===== config.mk =====
export PLATFORM = sky130hd
export DESIGN_NAME = imm_encoder
export DESIGN_NICKNAME = d
export VERILOG_FILES = /design/src/rtl/imm_encoder.sv
export SDC_FILE = /design/constraint.sdc
export NUM_CORES = 1
export LEC_CHECK = 0
export BUFFER_PORTS_ARGS = -buffer_cell sky130_fd_sc_hd__buf_2
export CORE_MARGIN = 2
export CORE_UTILIZATION = 49
export DETAILED_ROUTE_END_ITERATION = 7
export HOLD_SLACK_MARGIN = 0.08
export PLACE_DENSITY = 0.86
export SKIP_LAST_GASP = 1
export SLEW_MARGIN = 30
export SYNTH_ARGS = -nofsm -noshare
export SYNTH_HDL_FRONTEND = slang
export SYNTH_SLANG_ARGS = --single-unit

===== constraint.sdc =====
create_clock -name clk -period 2.3 [get_ports clk]
set_input_delay 0.115 -clock clk [delete_from_list [all_inputs] [get_ports clk]]
set_output_delay 0.115 -clock clk [all_outputs]
set_load 0.01 [all_outputs]

===== src/rtl/imm_encoder.sv =====
// rtl/imm_encoder.sv - packs a checked immediate into a RISC-V instruction word and buffers it for instruction-memory writes
//
// Ports:
//   clk, rst            clock and asynchronous active-high reset
//   in_valid/in_ready   request handshake; imm_src selects the format, imm is the
//                       value to place, base supplies all non-immediate bits
//   out_valid/out_ready output handshake from the 2-entry buffer head
//   out_instr, out_err  encoded word and its not-encodable flag
//   out_addr            word address for out_instr, advances per output handshake
//   err_count           saturating count of error words handed out
module imm_encoder #(
    parameter int DATA_WIDTH = 32,
    parameter int ADDR_WIDTH = 10,
    parameter int ADDR_BASE  = 0
) (
    input  logic                  clk,
    input  logic                  rst,
    input  logic                  in_valid,
    output logic                  in_ready,
    input  logic [2:0]            imm_src,
    input  logic [DATA_WIDTH-1:0] imm,
    input  logic [DATA_WIDTH-1:0] base,
    output logic                  out_valid,
    input  logic                  out_ready,
    output logic [DATA_WIDTH-1:0] out_instr,
    output logic [ADDR_WIDTH-1:0] out_addr,
    output logic                  out_err,
    output logic [7:0]            err_count
);

    logic [DATA_WIDTH-1:0] field;
    logic [DATA_WIDTH-1:0] mask;
    logic [DATA_WIDTH-1:0] enc;
    logic                  legal;

    // mask marks the immediate bit positions of the selected format; these
    // bits of base are always discarded, and only refilled when the value fits.
    always_comb begin
        field = '0;
        mask  = '0;
        legal = 1'b0;
        case (imm_src)
            3'b000, 3'b101: begin
                mask  = 32'hFFF0_0000;
                field = {imm[11:0], 20'b0};
                legal = (&imm[31:11]) | ~(|imm[31:11]);
            end
            3'b001: begin
                mask  = 32'hFE00_0F80;
                field = {imm[11:5], 13'b0, imm[4:0], 7'b0};
                legal = (&imm[31:11]) | ~(|imm[31:11]);
            end
            3'b010: begin
                mask  = 32'hFE00_0F80;
                field = {imm[12], imm[10:5], 13'b0, imm[4:1], imm[11], 7'b0};
                legal = ~imm[0] & ((&imm[31:12]) | ~(|imm[31:12]));
            end
            3'b011: begin
                mask  = 32'hFFFF_F000;
                field = {imm[31:12], 12'b0};
                legal = ~(|imm[11:0]);
            end
            3'b100: begin
                mask  = 32'hFFFF_F000;
                field = {imm[20], imm[10:1], imm[11], imm[19:12], 12'b0};
                legal = ~imm[0] & ((&imm[31:20]) | ~(|imm[31:20]));
            end
            default: begin
                // reserved formats: no field to clear, base passes through
                mask  = '0;
                field = '0;
                legal = 1'b0;
            end
        endcase
        enc = (base & ~mask) | (legal ? field : '0);
    end

    logic [DATA_WIDTH-1:0] mem_instr [2];
    logic                  mem_err   [2];
    logic                  wr_ptr;
    logic                  rd_ptr;
    logic [1:0]            count;
    logic                  push;
    logic                  pop;

    // in_ready looks only at the registered count, never at out_ready
    assign in_ready  = ~rst & (count != 2'd2);
    assign out_valid = (count != 2'd0);
    assign push      = in_valid & in_ready;
    assign pop       = out_valid & out_ready;
    assign out_instr = out_valid ? mem_instr[rd_ptr] : '0;
    assign out_err   = out_valid & mem_err[rd_ptr];

    always_ff @(posedge clk or posedge rst) begin
        if (rst) begin
            for (int i = 0; i < 2; i++) begin
                mem_instr[i] <= '0;
                mem_err[i]   <= 1'b0;
            end
            wr_ptr    <= 1'b0;
            rd_ptr    <= 1'b0;
            count     <= 2'd0;
            out_addr  <= ADDR_WIDTH'(ADDR_BASE);
            err_count <= 8'd0;
        end else begin
            if (push) begin
                mem_instr[wr_ptr] <= enc;
                mem_err[wr_ptr]   <= ~legal;
                wr_ptr            <= ~wr_ptr;
            end
            if (pop) begin
                rd_ptr   <= ~rd_ptr;
                out_addr <= out_addr + ADDR_WIDTH'(1);
                if (mem_err[rd_ptr] && (err_count != 8'hFF))
                    err_count <= err_count + 8'd1;
            end
            case ({push, pop})
                2'b10:   count <= count + 2'd1;
                2'b01:   count <= count - 2'd1;
                default: count <= count;
            endcase
        end
    end

endmodule

### After elaboration in Yosys (flattened, before gate mapping)

Cells that the tools add are included.

| word-level totals | value |
|---|---|
| flip-flop bits (word level) | 88 |
| input port bits | 71 |
| output and inout port bits | 53 |
| logic and storage cells | 83 |

| cells by class | value |
|---|---|
| $add $sub $neg | 4 |
| $lt $le $gt $ge | 3 |
| equality and inequality tests | 9 |
| muxes and demuxes | 18 |
| bitwise operators | 23 |
| reduce and logical (&&, ||, !) cells | 17 |

Operators with widths:

| cell | number |
|---|---|
| $mux W32 | 6 |
| $pmux W32 S5 | 1 |
| $pmux W32 S3 | 1 |
| $bwmux W64 | 1 |
| $and A32 B32 Y32 | 1 |
| $demux W32 S1 | 1 |
| $not A32 Y32 | 1 |
| $or A32 B32 Y32 | 1 |
| $reduce_or A12 Y1 | 2 |
| $reduce_and A21 Y1 | 1 |
| $reduce_or A21 Y1 | 1 |
| $reduce_and A20 Y1 | 1 |
| $reduce_or A20 Y1 | 1 |
| $reduce_and A12 Y1 | 1 |
| $add A10 B1 Y10 const B | 1 |
| $not A1 Y1 | 9 |
| $add A8 B1 Y8 const B | 1 |
| $ne A8 B8 Y1 const B | 1 |
| $and A1 B1 Y1 | 6 |
| $eq A3 B2 Y1 const B | 2 |
| $eq A3 B3 Y1 const B | 2 |
| $reduce_or A2 Y1 | 3 |
| $ge A2 B2 Y1 const B | 2 |
| $mux W1 | 4 |
| other kinds (18) | 23 |

### Logic depth before layout (Yosys ltp)

| depth | value |
|---|---|
| word-level depth | 8 |
| gate-level depth with buffers | 8 |

### Worst setup path before layout

Ideal clock, no wire load.

| path | value |
|---|---|
| path kind | input port to flip-flop |
| start | input port rst |
| end | register mem_instr[20] (netlist bit) |
| setup time | 0.074 ns |
| arrival time | 3.385 ns |
| data required time | 2.226 ns |
| setup slack | -1.159 ns |
| cell stages on the path | 7 |
| cell sequence | inv_1 -> o211ai_1 -> nor2_1 -> buf_2 -> clkbuf_1 -> nand2_1 -> o21ai_2 |

| on the way | value |
|---|---|
| longest elaborated chain between the ends | 3 |

RTL lines:

| element | line | text |
|---|---|---|
| start: declaration | 17 | `input logic rst,` |
| $not A1 Y1 | 87 | `assign in_ready = ~rst & (count != 2'd2);` |
| $and A1 B1 Y1 | 87 |  |
| $and A1 B1 Y1 | 89 | `assign push = in_valid & in_ready;` |
| end signal: indexed assignment | 107 | `mem_instr[wr_ptr] <= enc;` |
| end: declaration | 78 | `logic [DATA_WIDTH-1:0] mem_instr [2];` |

No other way between the ends.
A chain may end at the register's enable or synchronous reset.

### Final worst setup path

| path | value |
|---|---|
| start | input port imm[4] |
| end | register mem_instr[19] (netlist bit) |

| on the way | value |
|---|---|
| longest elaborated chain between the ends | 6 |

RTL lines:

| element | line | text |
|---|---|---|
| start: declaration | 21 | `input logic [DATA_WIDTH-1:0] imm,` |
| $reduce_or A12 Y1 | 61 | `legal = ~(\|imm[11:0]);` |
| $not A1 Y1 | 61 |  |
| $pmux W1 S4 | 42 | `case (imm_src)` |
| $mux W32 | 75 | `enc = (base & ~mask) \| (legal ? field : '0);` |
| $or A32 B32 Y32 | 75 |  |
| $bwmux W64 | 107 |  |

No other way between the ends.

==> metrics <==
outcome=complete, no violations; worst-case hold slack=roughly 100 ps; #FFs+latches synth=~90; Int Pwr=~4.2 mW; Final Wtd Congestion=about 0.89; part of the power in combinational logic=44.6%; Num CTS Buffers=9; number of detailed-route iterations in the first pass=5; Post-synth ARST share=100%; CTS tree=yes; clock share of power=between 10% and 20%; DR vias/cell=5.65; die area=roughly 11000 um^2; WHS Endpoint=mem_instr[28]; Max clock buf depth=2; fin crit share=~92%; syn nets=a little under 700; Iter 0 DRT Violations=roughly 320; Max Cap Viol=0; largest net degree at the start of global routing=a little under 90; # IOs=roughly 120; first-pass GRT wire length=~22000 um; port bufs=between 100 and 150; Routed Antenna Nets=0; P_leak=2.98 nW; WL/cell=16.2 um; commonest non-fill, non-tap cell in the layout=buf_2; RSZ-0062 raised after global routing=false; worst hold path type=in2reg; Slew @ Worst Pin=about 610 ps; DRC viols=0; switching pwr=2.81 mW; Synth Warn #=0; Setup-failing EPs final=0; Starting Density=50.5%; sequential-to-total area share from yosys stat=between 40% and 50%; peak supply drop=0.000587 V; Pwr Total=6.99 mW; dpl hpwl=10100 um; Cell Pwr Density=between 1000 and 1500 nW/um^2; worst-path fanout max=16; Worst Hold Launch=base[28]; Fin Setup TNS=0 ps; clock insertion delay at the later pin of the skew report=350 ps; total congestion overflow=0; CP startpoint=imm[4]; Routed Wire Length=about 14000 um; synthesized area=5210 um^2; Setup crit end kind=flip-flop; final-report hold violation count=0; end of the worst register-to-register path=mem_err[0]; Syn-to-layout area delta=24.6%; Clock Skews=14.4 ps; Final nets=811; Slew Viols, Final=0; cts repair resizes=0; H-Tree Depth=3; final worst path period need=approximately 2100 ps; Antenna Cells=0; critical path class=in2reg; Die Span Y=around 110 um; syn_area_per_cell=roughly 8.6 um^2; Slew headroom=approximately three fifths; die span in x=about 110 um; Synth cell types=40; max frequency=between 400 and 500 MHz; Critical R2R Launch=count[1]; Reg2Reg Setup Slack=roughly 350 ps; clk slew on worst S/H paths=90 ps; CP Data Required Time=~2600 ps; most frequent cells in the layout=buf_2, dfrtp_1, nand2_1; critical path arrival=2390 ps; Root Buffer=clkbuf_8; Core Area=around 10000 um^2; via count=between 4000 and 5000; initial antenna violation count=0; worst hold path depth=5; GRT Util Overall=about 25%; clk sinks=~90; Post-synth EDFFs=0; startpoint type of the worst setup path=input port; share of cells above drive strength 1=slightly below 30%; row count=37; cells on worst reg2reg path=5; sequential power share=~38%; Net Sw Frac=40.2%; vias in the first global route=between 4000 and 5000; Synth Flop Type=dfrtp_1; Syn Inst Count=609
-- registers in the layout, indices dropped and copies added, names as in the netlist --
| register | flops |
|---|---|
| count | 2 |
| wr_ptr | 1 |
| mem_instr | 64 |
| mem_err | 2 |
| out_addr | 10 |
| rd_ptr | 1 |
| err_count | 8 |
-- per-layer routing --
metal | routed length, um | vias up | track usage (%)
met1 | 5930 | 2383 | 31.5
met4 | 257 | 0 | 8.26
met3 | 905 | 25 | 3.71
met5 | 0 | - | 0
li1 | - | 2355 | -
met2 | 7150 | 196 | 42.5
-- stage by stage --
step | instance area (um^2) | worst slack, ps | util [%] | instances
floorplan | 5350 | -232 | - | 609
global placement | 6050 | 334 | 58.6 | 840
detailed placement | 6050 | 305 | 58.6 | 840
CTS | 6480 | 110 | 62.7 | 876
global route | 6490 | 74.2 | 62.9 | 878
finish | 6490 | 185 | 62.9 | 878
-- power groups by stage --
stage	combinational (mW)	clock [mW]	sequential, mW
after floorplan	2.13	0	2.56
after global placement	2.98	0	2.61
after detailed placement	3.09	0	2.68
after CTS	3.13	1.24	2.64
after global routing	3.42	1.29	2.73
final	3.12	1.23	2.65
-- layout make-up --
class | instances | area (um^2)
repair buffers | 161 | 1000
clock inverters | 4 | 76.3
fillers | 876 | 3830
multi-input cells | 465 | 2840
inverters | 12 | 48.8
clock buffers | 12 | 155
well taps | 136 | 170
flip-flops and latches | 88 | 2200
-- synth_stat cells (2+ instances only) --
cell / count / share of area, %
nand4_1: 12 / 1.4
o2111ai_1: 3 / 0.50
o22ai_1: 7 / 0.84
buf_6: 6 / 1.3
nand3_1: 38 / 3.6
and3_1: 2 / 0.24
o21ai_0: 11 / 1.1
nor4_1: 6 / 0.72
or4_1: 2 / 0.29
o21ai_1: 11 / 1.1
clkbuf_1: 27 / 1.9
nand2_1: 93 / 6.7
dfrtp_1: 88 / 42
a21oi_1: 41 / 3.9
nand2b_1: 2 / 0.24
a2bb2oi_1: 6 / 1.0
o21ai_2: 40 / 6.7
inv_1: 12 / 0.86
xnor2_1: 15 / 2.5
nor2_1: 85 / 6.1
buf_2: 7 / 0.67
nor3_1: 5 / 0.48
mux2_2: 4 / 0.86
nor2b_1: 8 / 0.96
mux2i_1: 43 / 8.3
xor2_1: 7 / 1.2
o21a_1: 2 / 0.29
and2_1: 2 / 0.24
ha_1: 3 / 0.72
nand3b_1: 8 / 1.2
buf_1: 4 / 0.29
-- what timing repair did --
action / CTS / global route
endpoints found under the setup margin: 0 / 7
endpoints found under the hold margin: 124 / 0
buffers inserted: 0 / 2
hold buffers: 20 / 0
-- worst max-delay path, cell delays in order --
cell and delay, ps:
dlygate4sd3_1 540, buf_2 170, or4b_1 510, nor4_1 230, nand4_1 150, o2111a_2 240, buf_4 250, o21ai_2 160
-- kinds of logic (layout without fill, tap and decap cells) --
family                   count (synthesis)  in the layout  share of synthesized area (%)
AO/OA/AOI/OAI                          127            127                           16.4
multiplexers                            47             47                           9.12
XOR/XNOR                                22             22                           3.70
flip-flops                              88             88                           42.3
adder cells (fa/ha/maj)                  3              3                          0.720
buffers and inverters                   56            189                           5.07
AND/OR/NAND/NOR                        266            266                           22.7
-- how the worst max path moves through the flow --
stage / end / depth (start not counted)
global route: mem_instr[19] / 8
finish: mem_instr[19] / 8
CTS: mem_instr[19] / 8
floorplan: mem_instr[22] / 7
detailed placement: mem_instr[44] / 7
global placement: mem_instr[48] / 7
Power figures use the tool's default switching activity.
